--- src/rtl/program_loader.sv ---
// Boot loader: packs a byte stream into 32-bit little-endian words and writes them to program memory.
// Optional trailing XOR checksum byte enabled by defining LOADER_CHECKSUM_EN.
module program_loader #(
  parameter int WIDTH     = 32,
  parameter int ADD_WIDTH = 8,
  parameter int DEPTH     = 256
) (
  input  logic                 clk,
  input  logic                 rst,
  input  logic                 start,
  input  logic [7:0]           byte_in,
  input  logic                 byte_valid,
  output logic                 byte_ready,
  output logic                 mem_wen,
  output logic [ADD_WIDTH-1:0] mem_add,
  output logic [WIDTH-1:0]     mem_wdata,
  output logic                 cpu_rst,
  output logic                 busy,
  output logic                 done,
  output logic                 err
);

  localparam int BYTES = WIDTH / 8;
  localparam int IDX_W = $clog2(BYTES);
  localparam int CNT_W = ADD_WIDTH + 1;

  typedef enum logic [2:0] {
    S_IDLE, S_LEN, S_LOAD, S_WRITE, S_CHK, S_FIN, S_ERR
  } state_t;

  state_t               state_q, state_d;
  logic [ADD_WIDTH-1:0] mem_add_q, mem_add_d;
  logic [WIDTH-1:0]     wdata_q, wdata_d;
  logic [IDX_W-1:0]     idx_q, idx_d;
  logic [CNT_W-1:0]     left_q, left_d;
  logic                 accept;
`ifdef LOADER_CHECKSUM_EN
  logic [7:0]           csum_q, csum_d;
`endif

  always_ff @(posedge clk or posedge rst) begin
    if (rst) begin
      state_q   <= S_IDLE;
      mem_add_q <= '0;
      wdata_q   <= '0;
      idx_q     <= '0;
      left_q    <= '0;
`ifdef LOADER_CHECKSUM_EN
      csum_q    <= '0;
`endif
    end else begin
      state_q   <= state_d;
      mem_add_q <= mem_add_d;
      wdata_q   <= wdata_d;
      idx_q     <= idx_d;
      left_q    <= left_d;
`ifdef LOADER_CHECKSUM_EN
      csum_q    <= csum_d;
`endif
    end
  end

  // Outputs decode straight from the state register, so ready never depends on valid.
  assign byte_ready = (state_q == S_LEN) || (state_q == S_LOAD) || (state_q == S_CHK);
  assign accept     = byte_ready && byte_valid;
  assign mem_wen    = (state_q == S_WRITE);
  assign mem_add    = mem_add_q;
  assign mem_wdata  = wdata_q;
  assign busy       = byte_ready || (state_q == S_WRITE);
  assign done       = (state_q == S_FIN);
  assign cpu_rst    = (state_q != S_FIN);
`ifdef LOADER_CHECKSUM_EN
  assign err        = (state_q == S_ERR);
`else
  assign err        = 1'b0;
`endif

  always_comb begin
    state_d   = state_q;
    mem_add_d = mem_add_q;
    wdata_d   = wdata_q;
    idx_d     = idx_q;
    left_d    = left_q;
`ifdef LOADER_CHECKSUM_EN
    csum_d    = csum_q;
`endif
    case (state_q)
      S_IDLE, S_FIN, S_ERR: begin
        if (start) begin
          state_d   = S_LEN;
          mem_add_d = '0;
          idx_d     = '0;
`ifdef LOADER_CHECKSUM_EN
          csum_d    = '0;
`endif
        end
      end
      S_LEN: begin
        if (accept) begin
          // A length byte of zero means a full-depth image.
          left_d  = (byte_in == 8'd0) ? CNT_W'(DEPTH) : CNT_W'(byte_in);
          state_d = S_LOAD;
        end
      end
      S_LOAD: begin
        if (accept) begin
          wdata_d[{idx_q, 3'b000} +: 8] = byte_in;
          idx_d = idx_q + 1'b1;
`ifdef LOADER_CHECKSUM_EN
          csum_d = csum_q ^ byte_in;
`endif
          if (idx_q == IDX_W'(BYTES - 1)) state_d = S_WRITE;
        end
      end
      S_WRITE: begin
        mem_add_d = mem_add_q + 1'b1;
        left_d    = left_q - 1'b1;
        if (left_q == CNT_W'(1)) begin
`ifdef LOADER_CHECKSUM_EN
          state_d = S_CHK;
`else
          state_d = S_FIN;
`endif
        end else begin
          state_d = S_LOAD;
        end
      end
`ifdef LOADER_CHECKSUM_EN
      S_CHK: begin
        if (accept) state_d = (byte_in == csum_q) ? S_FIN : S_ERR;
      end
`endif
      default: state_d = S_IDLE;
    endcase
  end

endmodule

--- config.mk ---
export PLATFORM = sky130hd
export DESIGN_NAME = program_loader
export DESIGN_NICKNAME = d
export VERILOG_FILES = /design/src/rtl/program_loader.sv
export SDC_FILE = /design/constraint.sdc
export NUM_CORES = 1
export LEC_CHECK = 0
export ABC_AREA = 0
export CAP_MARGIN = 20
export CORE_ASPECT_RATIO = 0.6
export CORE_MARGIN = 1
export CORE_UTILIZATION = 30
export DETAILED_ROUTE_END_ITERATION = 12
export HOLD_SLACK_MARGIN = 0.12
export PLACE_DENSITY = 0.54
export SYNTH_ARGS = -nofsm -noshare
export SYNTH_HDL_FRONTEND = slang
export SYNTH_SLANG_ARGS = --single-unit
export TNS_END_PERCENT = 30
--- constraint.sdc ---
create_clock -name clk -period 1.9 [get_ports clk]
set_input_delay 0.38 -clock clk [delete_from_list [all_inputs] [get_ports clk]]
set_output_delay 0.38 -clock clk [all_outputs]
set_load 0.05 [all_outputs]
[Yosys cells after proc, flatten, opt, wreduce, memory -nomap -nowiden]
Cells that the tools add are included.
Operators by class
  add/sub/neg operators: 4
  equal/unequal tests: 13
  shift-type cells: 2
  mux-type cells: 15
  reductions and logical operators: 15
Operator list (number)
  32-bit bitwise mux: 1
  8-bit by 7-bit variable shift with 32-bit output, first input constant: 1
  8-bit by 7-bit variable part select with 32-bit output: 1
  9-bit 2-to-1 mux: 2
  9-bit one-hot mux with 2 select lines: 1
  8-bit one-hot mux with 2 select lines: 1
  3-bit 2-to-1 mux: 5
  3-bit one-hot mux with 4 select lines: 1
  3-bit == test, second input constant: 3
  9-bit by 1-bit == test with 1-bit output, second input constant: 1
  9-bit by 1-bit subtractor with 9-bit output, second input constant: 1
  8-bit by 1-bit adder with 8-bit output, second input constant: 1
  8-bit zero test: 1
  8-bit 2-to-1 mux: 1
  5-bit negator with 7-bit output: 1
  3-bit by 2-bit == test with 1-bit output, second input constant: 2
  2-bit != test, second input constant: 3
  2-bit AND reduction: 3
  2-bit nonzero test: 3
  2-bit 2-to-1 mux: 2
  2-bit one-hot mux with 2 select lines: 1
  4-bit AND reduction: 1
  3-bit by 1-bit == test with 1-bit output, second input constant: 1
  3-bit zero test: 1
  other kinds (8): 10
Word-level totals
  flip-flop bits (word level): 54
  output and inout bits: 46

[Longest topological paths before layout]
Gate-level depths: netlist (run 1).
  depth after elaboration: 6
  mapped depth: 7

[Worst setup path after synthesis (run 1)]
No wires, ideal clock.
  path type: register -> output
  start: register state_q[1]
  end: output port busy
  arrival: 1.580 ns
  required time: 1.520 ns
  setup slack: -0.060 ns
  cell stages (with the launch flop): 5
  buffers on the path: 1
  path through: dfrtp_1 > buf_4 > xor2_2 > mux2_2 > or2_2
Between the ends
  word-level cells in the longest chain between the ends: 4
RTL lines
  start: declaration: RTL line 31  | state_t state_q, state_d;
  start signal: assignment: RTL line 52  | state_q <= state_d;
  3-bit by 1-bit == test with 1-bit output or 3-bit by 2-bit == test with 1-bit output (tied branches): RTL line 64  | assign byte_ready = (state_q == S_LEN) || (state_q == S_LOAD) || (state_q == S_CHK);
  1-bit logical OR: RTL line 64
  1-bit logical OR (*): RTL line 64
  named net byte_ready: RTL line 13  | output logic byte_ready,
  1-bit logical OR (*): RTL line 69  | assign busy = byte_ready || (state_q == S_WRITE);
  end: declaration: RTL line 18  | output logic busy,
Mark *: on every way through the listed nets, which the timed path passes. The rest lies on a longest branch.

[Worst setup path in the final report (run 1)]
  start: register state_q[1]
  end: output port busy
Between the ends
  word-level cells in the longest chain between the ends: 4
RTL lines (RTL line)
  3-bit by 1-bit == test with 1-bit output or 3-bit by 2-bit == test with 1-bit output (tied branches): 64
  1-bit logical OR (2 in series): 64
  1-bit logical OR (*): 69
Mark *: on every way between the ends. The rest lies on a longest branch, timed or not.

==> impl_metrics.toml, run 1 <==
[pwr]
powerDensity_nw_per_um2 = 1930
leakage_nw = 1.67
peakVddDrop_mv = 0.809
power.total_mw = 7.07

[clocking]
h-tree-depth = 2
path_clk_slew_ns = 0.07
clock_latency_ns = 0.29
clkSinkCount = 54
cts_tree = "yes"
cts-root-buf = "clkbuf_16"
cts_buffer_depth = 2
ctsHoldBuffers = 0
cts_buffers = 5

[logic_synthesis]
avgSynthCellArea_um2 = 9.39
synth_cells = 291
synth_edf_count = 0
yosysSeqAreaShare_pct = 49.5
ys_types = 50
netlist_top_cells_area = "dfrtp_1, nand2_1, o21ai_0"
synth.largest_area_cell = "dfrtp_1"
yosysTopAreaCellShare_pct = 49.5
synthesis.area_um2 = 2730
ys.warnings.count = 0
ys_ff_latch = 54
synth_nets = 312
ys.flop_type = "dfrtp_1"
synthArstFlopShare_pct = 100

[route]
dr.pass1.iters = 6
routed_via_density = 4.79
routed_wl_um = 7070
vias = 2283
routedWlPerCell_um = 14.8
route.detailed.drc = 0
antenna_left = 0
drtIter0Drc = 90

[flow_run]
drv_cap = 0

[timing]
fin_skew_ns = 0.00609
finalWorstSetupSlack_ns = -0.0540
worstMarginPinSlew_ns = 0.523
max_freq_mhz = 512
finalHoldViolCount = 0
fin_hold_ws_ns = 0.474
period_share_pct = 103
period_minus_slack_ns = 1.95
finalSetupViolCount = 1
slew_headroom_pct = 64.8
grt_setup_unrepaired = "true"
drv_slew = 0

[placement]
place_hpwl_um = 5120
place_area_um2 = 3440
gp_congestion = 0.792
io_buffers = 56

[cells_and_area]
multi_input_area_um2 = 1260
finalInstanceArea_um2 = 3660
regArea_um2 = 1350
layout_common_cells = "nand2_1, buf_4, dfrtp_1"
syn2layout_area_growth_pct = 34.0
layout.nets = 385
drive_above_1_share_pct = 24.9
n_antenna_cell = 0
layout_commonest_cell = "nand2_1"
fillCellCount = 854

[setup_path]
rrSetupSlack_ns = 0.23
endpoint_kind = "output port"
worstReg2RegStart = "state_q[0]$_DFFE_PP0P_"
cp.required_ns = 1.52
worstRegToRegCells = 7
r2r-end = "left_q[6]$_DFFE_PP0P_"
worstSetupPathType = "register to output port"
critPathMaxFanout = 3
cp-start-kind = "register"
cp.arrival_ns = 1.57

[floorplanning]
core_area_um2 = 8650
std_cell_rows = 26
die_area_um2 = 9500
die_w_um = 125
die_y_um = 75.9
num_io_pins = 58
start_util_pct = 31.6

[status]
violations = "negative setup slack"
status = "complete, but fails checks"

[grt]
track_usage_pct = 15.5
grt_max_degree = 55
grt_pass1_vias = 2114
grt_pass1_wl_um = 11400
antenna_found_initial = 0
gr-total-overflow = 0

[hold_path]
hp-class = "input pin to asynchronous set/reset pin"
==> how the worst max path moves through the flow <==
stage,from,to,slack [ns],depth (start not counted)
4_1_cts,state_q[1]$_DFFE_PP0P_,busy,-0.07,4
2_1_floorplan,state_q[0]$_DFFE_PP0P_,done,0.04,4
3_3_place_gp,byte_valid,mem_wdata[19]$_DFFE_PP0P_,0.04,5
5_1_grt,state_q[1]$_DFFE_PP0P_,busy,-0.11,4
6_report,state_q[1]$_DFFE_PP0P_,busy,-0.05,4
3_5_place_dp,byte_valid,mem_wdata[15]$_DFFE_PP0P_,0.006,6
==> stage by stage <==
step / cells / setup WS [ns] / util [%] / TNS, ns
floorplan: 291 / 0.0355 / - / 0
global placement: 467 / 0.0422 / 39.8 / 0
detailed placement: 467 / 0.00609 / 39.8 / 0
CTS: 477 / -0.0710 / 42.3 / -0.0710
global route: 477 / -0.109 / 42.3 / -0.142
finish: 477 / -0.0540 / 42.3 / -0.0540
==> registers in the layout, indices dropped and copies added, names as in the netlist <==
register / cells
left_q: 9
mem_add: 8
state_q: 3
mem_wdata: 32
idx_q: 2
==> critical path, stage by stage, from the launching register on <==
cell	delay, ns
dfrtp_1	0.43
xor2_2	0.19
mux2_4	0.28
or2_4	0.23
buf_6	0.15
==> synthesized netlist by cell type, types with 2 or more instances <==
| library cell | count |
|---|---|
| a211oi_1 | 5 |
| a31oi_1 | 2 |
| mux2i_1 | 2 |
| inv_1 | 6 |
| and4bb_2 | 2 |
| nand3_1 | 8 |
| a221o_1 | 3 |
| buf_6 | 2 |
| o21ai_0 | 29 |
| buf_2 | 2 |
| dfrtp_1 | 54 |
| nor3b_2 | 3 |
| nand2_2 | 2 |
| o211ai_1 | 2 |
| nand2_1 | 86 |
| nor2_1 | 14 |
| inv_2 | 2 |
| a21oi_1 | 8 |
| buf_4 | 8 |
| and3_1 | 2 |
| ha_1 | 9 |
| nand4_1 | 2 |
| nor3_1 | 2 |
| nor2b_1 | 2 |
| o21ai_1 | 9 |
==> routing by layer <==
layer  track usage (%)  wire length (um)
met3              4.80               524
met1              24.9              3880
met5                 0                 0
met4              2.93                34
met2              19.4              2640
==> cells by family after synthesis <==
kind of cell	count (synthesis)	share of synthesized area [%]
simple gates	136	24.6
compound gates	67	15.4
flops	54	49.5
buf+inv	20	4.49
fa+ha+maj	9	4.12
mux	3	1.15
other cells	1	0.137
xor+xnor	1	0.596
==> power breakdown <==
group,switching (mW),internal (mW),total [mW]
clock network,0.428,0.758,1.19
logic,2.52,1.34,3.86
registers,0.408,1.62,2.03
==> area by class of cell <==
class / instances / area share, %
flip-flops and latches: 54 / 36.9
repair buffers: 78 / 18.6
multi-input cells: 217 / 34.5
clock buffers: 5 / 3.42
clock inverters: 3 / 1.88
well taps: 112 / 3.83
inverters: 8 / 0.820
==> what timing repair did <==
item / CTS / global route
pin swaps: 1 / 0
resized for setup: 2 / 0
endpoints found under the hold margin: 0 / 0
buffers inserted: 2 / 0
setup endpoints to repair: 1 / 3
(Power assumes the default switching activity.)
==> run 2: changes to the inputs <==
Settings changed: ABC_CLOCK_PERIOD_IN_PS from default to 1900.
==> results of run 2 <==
Final layout, timing and power as in run 1 (identical DEF).
